==> config.mk <==
export PLATFORM = sky130hd
export DESIGN_NAME = regfile_wb_arbiter
export DESIGN_NICKNAME = d
export VERILOG_FILES = /design/src/rtl/regfile_wb_arbiter.sv
export SDC_FILE = /design/constraint.sdc
export NUM_CORES = 1
export LEC_CHECK = 0
export CAP_MARGIN = 15
export CELL_PAD_IN_SITES_DETAIL_PLACEMENT = 1
export CELL_PAD_IN_SITES_GLOBAL_PLACEMENT = 1
export CORE_ASPECT_RATIO = 0.5
export CORE_MARGIN = 4
export CORE_UTILIZATION = 30
export DETAILED_ROUTE_END_ITERATION = 12
export HOLD_SLACK_MARGIN = 0.06
export PLACE_DENSITY_LB_ADDON = 0.25
export REMOVE_ABC_BUFFERS = 1
export SLEW_MARGIN = 20
export SYNTH_ARGS = -nofsm -noshare
export SYNTH_HDL_FRONTEND = slang
export SYNTH_SLANG_ARGS = --single-unit
export TNS_END_PERCENT = 30
==> constraint.sdc <==
create_clock -name clock -period 4.1 [get_ports clock]
set_input_delay 0.82 -clock clock [delete_from_list [all_inputs] [get_ports clock]]
set_output_delay 0.82 -clock clock [all_outputs]
set_load 0.03 [all_outputs]
==> src/rtl/regfile_wb_arbiter.sv <==
// Round-robin arbiter sharing the register bank write port among NREQ writeback sources.
// Optional counters for arbitration conflicts and stalls when REGFILE_WB_STATS_EN is defined.
module regfile_wb_arbiter #(
   parameter int unsigned NREQ        = 3,
   parameter int unsigned ADR_W       = 5,
   parameter int unsigned DATA_W      = 32,
   parameter bit          ZERO_REG_RO = 1'b0
) (
   input  logic                     clock,
   input  logic                     reset_n,
   input  logic                     stall,
   input  logic [NREQ-1:0]          req_valid,
   input  logic [NREQ*ADR_W-1:0]    req_adr,
   input  logic [NREQ*DATA_W-1:0]   req_value,
   output logic [NREQ-1:0]          req_ready,
   output logic                     wenable,
   output logic [ADR_W-1:0]         wadr,
   output logic [DATA_W-1:0]        wvalue,
   output logic [2:0]               grant_id
`ifdef REGFILE_WB_STATS_EN
   ,
   input  logic                     stats_clear,
   output logic [15:0]              conflict_count,
   output logic [15:0]              stall_count
`endif
);

   localparam int unsigned PTR_W = (NREQ > 1) ? $clog2(NREQ) : 1;
   localparam int unsigned SUM_W = PTR_W + 1;

   logic [PTR_W-1:0]  rr_ptr;
   logic [PTR_W-1:0]  gnt_idx;
   logic [PTR_W-1:0]  next_ptr;
   logic              gnt_any;
   logic [SUM_W-1:0]  sum;
   logic [ADR_W-1:0]  adr_a [NREQ];
   logic [DATA_W-1:0] val_a [NREQ];

   for (genvar i = 0; i < NREQ; i++) begin : g_unpack
      assign adr_a[i] = req_adr[i*ADR_W +: ADR_W];
      assign val_a[i] = req_value[i*DATA_W +: DATA_W];
   end

   // Scan upward from rr_ptr (mod NREQ); first valid source wins unless stalled or in reset.
   always_comb begin
      gnt_any   = 1'b0;
      gnt_idx   = '0;
      sum       = '0;
      req_ready = '0;
      for (int unsigned k = 0; k < NREQ; k++) begin
         sum = SUM_W'(rr_ptr) + SUM_W'(k);
         if (sum >= SUM_W'(NREQ)) sum = sum - SUM_W'(NREQ);
         if (!gnt_any && req_valid[sum[PTR_W-1:0]]) begin
            gnt_any = 1'b1;
            gnt_idx = sum[PTR_W-1:0];
         end
      end
      if (stall || !reset_n) gnt_any = 1'b0;
      if (gnt_any) req_ready[gnt_idx] = 1'b1;
   end

   assign next_ptr = (gnt_idx == PTR_W'(NREQ - 1)) ? '0 : gnt_idx + PTR_W'(1);

   // Output stage: one registered write per handshake, held fields between grants.
   always_ff @(posedge clock or negedge reset_n) begin
      if (!reset_n) begin
         wenable  <= 1'b0;
         wadr     <= '0;
         wvalue   <= '0;
         grant_id <= '0;
         rr_ptr   <= '0;
      end else begin
         wenable <= 1'b0;
         if (gnt_any) begin
            wadr     <= adr_a[gnt_idx];
            wvalue   <= val_a[gnt_idx];
            grant_id <= 3'(gnt_idx);
            wenable  <= !(ZERO_REG_RO && (adr_a[gnt_idx] == '0));
            rr_ptr   <= next_ptr;
         end
      end
   end

`ifdef REGFILE_WB_STATS_EN
   logic [3:0] nvalid;

   always_comb begin
      nvalid = '0;
      for (int unsigned i = 0; i < NREQ; i++) nvalid = nvalid + 4'(req_valid[i]);
   end

   // Saturating event counters; clear beats increment.
   always_ff @(posedge clock or negedge reset_n) begin
      if (!reset_n) begin
         conflict_count <= '0;
         stall_count    <= '0;
      end else if (stats_clear) begin
         conflict_count <= '0;
         stall_count    <= '0;
      end else begin
         if (!stall && (nvalid >= 4'd2) && (conflict_count != 16'hFFFF))
            conflict_count <= conflict_count + 16'd1;
         if (stall && (nvalid != 4'd0) && (stall_count != 16'hFFFF))
            stall_count <= stall_count + 16'd1;
      end
   end
`endif

endmodule

## Word level (Yosys, flattened, before mapping)

Index checks and enable logic that the tools add are counted.

| cells by class | value |
|---|---|
| reductions and logical operators | 7 |
| bitwise gates (word level) | 1 |
| equal/unequal tests | 1 |
| muxes and demuxes | 27 |
| add/subtract/negate cells | 6 |
| magnitude comparators | 9 |

Operator list:

| cell | number |
|---|---|
| 32-bit binary-select mux with 2-bit select | 1 |
| 32-bit 2-to-1 mux | 2 |
| 2-bit 2-to-1 mux | 7 |
| 2-bit by 3-bit < comparator with 1-bit output (second input constant) | 4 |
| 5-bit binary-select mux with 2-bit select | 1 |
| 5-bit 2-to-1 mux | 2 |
| 1-bit 2-to-1 mux | 9 |
| 1-bit binary-select mux with 2-bit select | 3 |
| 3-bit by 2-bit greater-or-equal comparator with 1-bit output (second input constant) | 2 |
| 2-bit subtractor (second input constant) | 3 |
| 2-bit by 1-bit adder with 3-bit output (second input constant) | 1 |
| 2-bit by 2-bit adder with 3-bit output (second input constant) | 1 |
| 3-bit greater-or-equal comparator (second input constant) | 1 |
| 1-bit logical AND | 3 |
| 1-bit zero test | 3 |
| 3-bit 2-to-1 mux | 1 |
| 2-bit inverter with 3-bit output | 1 |
| 2-bit by 1-bit adder with 2-bit output (second input constant) | 1 |
| 1-bit demux with 2-bit select | 1 |
| 2-bit == test (second input constant) | 1 |
| 2-bit by 1-bit greater-or-equal comparator with 1-bit output (second input constant) | 1 |
| 2-bit greater-or-equal comparator (second input constant) | 1 |
| 1-bit logical OR | 1 |

| word-level totals | value |
|---|---|
| bits of input ports | 117 |
| logic and storage cells | 56 |
| bits in registers | 42 |

## Logic depth before layout (Yosys ltp)

| logic depth | value |
|---|---|
| word-level depth | 16 |
| mapped depth | 10 |
| depth with buffers taken out | 8 |

## Worst setup path before layout

Ideal clock, no wire load.

| path | value |
|---|---|
| path kind | input -> output |
| from | input req_valid[1] |
| to | output req_ready[0] |
| arrival time | 2542 ps |
| required time | 3280 ps |
| slack | 738 ps |
| cell stages on the path | 7 |
| buffers on the path | 2 |
| cell sequence | mux2i_1 mux2_2 a31o_2 or3_1 buf_2 buf_6 a21oi_1 |

| on the way | value |
|---|---|
| word-level cells in the longest chain between the ends | 14 |

Ends and longest elaborated chain:

| item | RTL line | source |
|---|---|---|
| from (decl) | 12 | `input logic [NREQ-1:0] req_valid,` |
| 1-bit binary-select mux with 2-bit select | 53 | `if (!gnt_any && req_valid[sum[PTR_W-1:0]]) begin` |
| 1-bit 2-to-1 mux (implied by the code) | 53 |  |
| 1-bit 2-to-1 mux | 53 |  |
| 1-bit zero test | 53 |  |
| 1-bit logical AND | 53 |  |
| 1-bit 2-to-1 mux | 53 |  |
| 1-bit zero test | 53 |  |
| 1-bit logical AND | 53 |  |
| 2-bit 2-to-1 mux | 53 |  |
| 2-bit by 3-bit < comparator with 1-bit output (implied by the code) or 2-bit by 1-bit greater-or-equal comparator with 1-bit output (tied branches) | 59 | `if (gnt_any) req_ready[gnt_idx] = 1'b1;` |
| 1-bit logical AND (implied by the code) | 59 |  |
| 1-bit 2-to-1 mux (implied by the code) | 59 |  |
| 1-bit demux with 2-bit select | 59 |  |
| 3-bit 2-to-1 mux (*) | 59 |  |
| to (decl) | 15 | `output logic [NREQ-1:0] req_ready,` |

Mark *: on every way between the ends. The rest lies on a longest branch, timed or not. The select of a mux whose other input is x is not followed.

## Worst setup path after layout

Same ends and word-level chain as after synthesis.

==> flow_summary.yaml <==
timing:
  hold_viol_final: 0
  rsz0062_at_grt: "false"
  worst_slew_pin_slew_ns: 0.6497
  hold-worst-slack_ns: 0.4897
  clock_skew_ns: 0.002314
  slew_violations: 0
  fin_crit_ns: 3.836
  fin_crit_sh: 0.9356
  setup_viol: 0
  slew_headroom: 0.5669
  fmax_mhz: 260.7
placement:
  port-buffer-count: 159
  gp_congestion: 0.7843
  dpl.hpwl_um: 7970
  place_inst: 523
floorplanning:
  dieWidth_um: 145.2
  fp.dieArea_um2: 11120
  initial_core_util: 0.3165
  die_h_um: 76.59
  coreArea_um2: 8919
  row_count: 24
  ioPinCount: 161
global_route:
  grt_max_degree: 43
  gr-usage-met3: 0.04040
  antenna_found_initial: 0
  top_usage_layer: "met2"
  first_global_vias: 3275
  gr-total-overflow: 0
  grt_pass1_wl_um: 17390
  grt_usage: 0.1919
  grtUsageMet2: 0.3855
  grt_util_met1: 0.2099
worst_setup_path:
  crit_chain: "clkdlybuf4s50_1 -> mux2i_1 -> mux2_2 -> a31o_2 -> or3_2 -> a21oi_1 -> buf_4"
  rr_worst_depth: 8
  cp_slowest_cell: "clkdlybuf4s50_1"
  critPathLaunchType: "primary input"
  crit_path_max_incr_delay_ns: 0.59
  crit_path_end_kind: "primary output"
  cp_top_family: "buffers and inverters"
  path_buf_inv: 2
  arrival_ns: 3.02
  crit_cells: 7
  worst-path-max-fanout: 6
  worstSetupPathType: "primary input to primary output"
  crit_required_ns: 3.28
power:
  p_per_area_nw_per_um2: 739.0
  peakVddDrop_uv: 275.6
  total_power_w: 0.003453
  p_leak_nw: 2.066
clock_network:
  cts_tree: "done"
  post_cts_buffers: 0
  cts_resized: 0
  insertion_delay_ns: 0.28
  hold_buffers: 0
  clkSlewWorstSetupHoldPaths_ns: 0.06
  cts-root-buf: "clkbuf_16"
  numClockSinks: 42
  cts_buffers: 5
  htreeDepth: 2
  clk_path_buf_depth: 2
detailed_routing:
  drt_wl_total_um: 10510
  num_vias: 2754
  drc: 0
  dr.pass1.iters: 4
  avgRoutedWirePerCell_um: 19.79
  postRouteAntennaNets: 0
  via_per_inst: 5.186
  drtIter0Drc: 138
job:
  cap_violations: 0
synth:
  yosysWarnings: 0
  syn-cell-area_um2: 2823
  syn-instance-count: 267
  ys_ff_latch: 42
  avgSynthCellArea_um2: 10.57
  ys_seq_area_frac: 0.3723
  ys_types: 34
final_layout:
  nets: 534
  area_delta_synth_final_pct: 65.51
  diodes: 0
  fin_cells: 531
  drive_gt1_frac: 0.1570
min_path:
  hold_path.class: "flop to flop"
  hold_depth: 2
run_status:
  status: "finished, final reports clean"
[synth_stat cells (all sizes together)]
master | count | area share
inv | 4 | 0.0053
ha | 4 | 0.018
nand4b | 1 | 0.0031
or3 | 1 | 0.0022
o41ai | 1 | 0.0031
dfrtp | 42 | 0.37
o22ai | 1 | 0.0022
a21oi | 1 | 0.0018
a31o | 1 | 0.0031
a21boi | 1 | 0.0027
clkbuf | 15 | 0.020
a21o | 2 | 0.0053
mux2 | 2 | 0.0080
clkinv | 1 | 0.0013
o21a | 3 | 0.0080
o21ai | 1 | 0.0018
nand2b | 3 | 0.0066
o221a | 1 | 0.0040
nor2b | 3 | 0.0066
or4b | 1 | 0.0035
nand3b | 3 | 0.0080
conb | 1 | 0.0013
and4b | 1 | 0.0035
o311ai | 1 | 0.0031
nor2 | 2 | 0.0027
o211ai | 74 | 0.26
nand3 | 1 | 0.0018
or2 | 1 | 0.0022
buf | 13 | 0.035
nand2 | 39 | 0.052
mux2i | 42 | 0.15
[stage by stage]
step                area, um^2  TNS, ns  worst slack, ns    util
finish                    4672        0           0.2639  0.5239
global route              4672        0           0.1341  0.5239
global placement          4471        0           0.2801  0.5013
detailed placement        4471        0           0.1575  0.5013
CTS                       4669        0           0.1505  0.5236
floorplan                 2666   -24.57           -1.516       -
[flip-flops by register name, summed over array words and instances, names as in the netlist]
name and count:
wvalue 32, wadr 5, grant_id 2, rr_ptr 2
wenable 1
[cells by family (layout without fill, tap and decap cells)]
| kind of cell | count (synthesis) | in the layout | synth area share |
|---|---|---|---|
| and+or+nand+nor | 56 | 56 | 0.09220 |
| adders and majority gates | 4 | 4 | 0.01773 |
| muxes | 44 | 44 | 0.1569 |
| DFF | 42 | 42 | 0.3723 |
| other | 1 | 1 | 0.001329 |
| buffers and inverters | 33 | 180 | 0.06205 |
| AOI/OAI and AO/OA | 87 | 87 | 0.2974 |
[cell type report]
class / instances / area (um^2)
fillers: 963 / 4247
well taps: 117 / 146.4
clock inverters: 2 / 60.06
repair buffers: 167 / 1644
flip-flops and latches: 42 / 1051
multi-input cells: 192 / 1613
inverters: 5 / 18.77
clock buffers: 6 / 138.9
[placed cells by master, fill, tap and decap left out, drive strengths merged, types with 2 or more instances in the layout]
| master | count |
|---|---|
| mux2i | 42 |
| nor2 | 2 |
| ha | 4 |
| a21o | 2 |
| dfrtp | 42 |
| buf | 11 |
| o211ai | 74 |
| nand2 | 39 |
| mux2 | 2 |
| o21a | 3 |
| clkbuf | 6 |
| nand3b | 3 |
| clkdlybuf4s50 | 155 |
| bufinv | 2 |
| nand2b | 3 |
| nor2b | 3 |
| inv | 4 |
[final timing paths]
| path | from | to | slack, ns |
|---|---|---|---|
| min in group asynchronous | reset_n | wvalue[28] | 0.73 |
| setup / recovery | req_valid[1] | req_ready[0] | 0.26 |
| setup reg to reg | rr_ptr[1] | wvalue[29] | 1.15 |
| hold / removal | wvalue[4] | wvalue[4] | 0.49 |
| max in group asynchronous | reset_n | wvalue[26] | 3.00 |
| hold reg to reg | wvalue[4] | wvalue[4] | 0.49 |
[power by group]
| group | switching (W) | internal (W) |
|---|---|---|
| Clock | 0.000160 | 0.000366 |
| Combinational | 0.00128 | 0.000927 |
| Sequential | 0.000113 | 0.000610 |
[metal layers]
metal / vias up / wire, um
met1: 1408 / 3994
met3: 6 / 315
li1: 1295 / -
met5: - / 0
met2: 45 / 6102
met4: 0 / 97
[tightest hold or removal path: cells and delay by family (launching register included)]
kind / cells / cell delay [ns]
DFF: 1 / 0.34
AOI/OAI and AO/OA: 1 / 0.05
and+or+nand+nor: 1 / 0.06
Power figures use the tool's default switching activity.
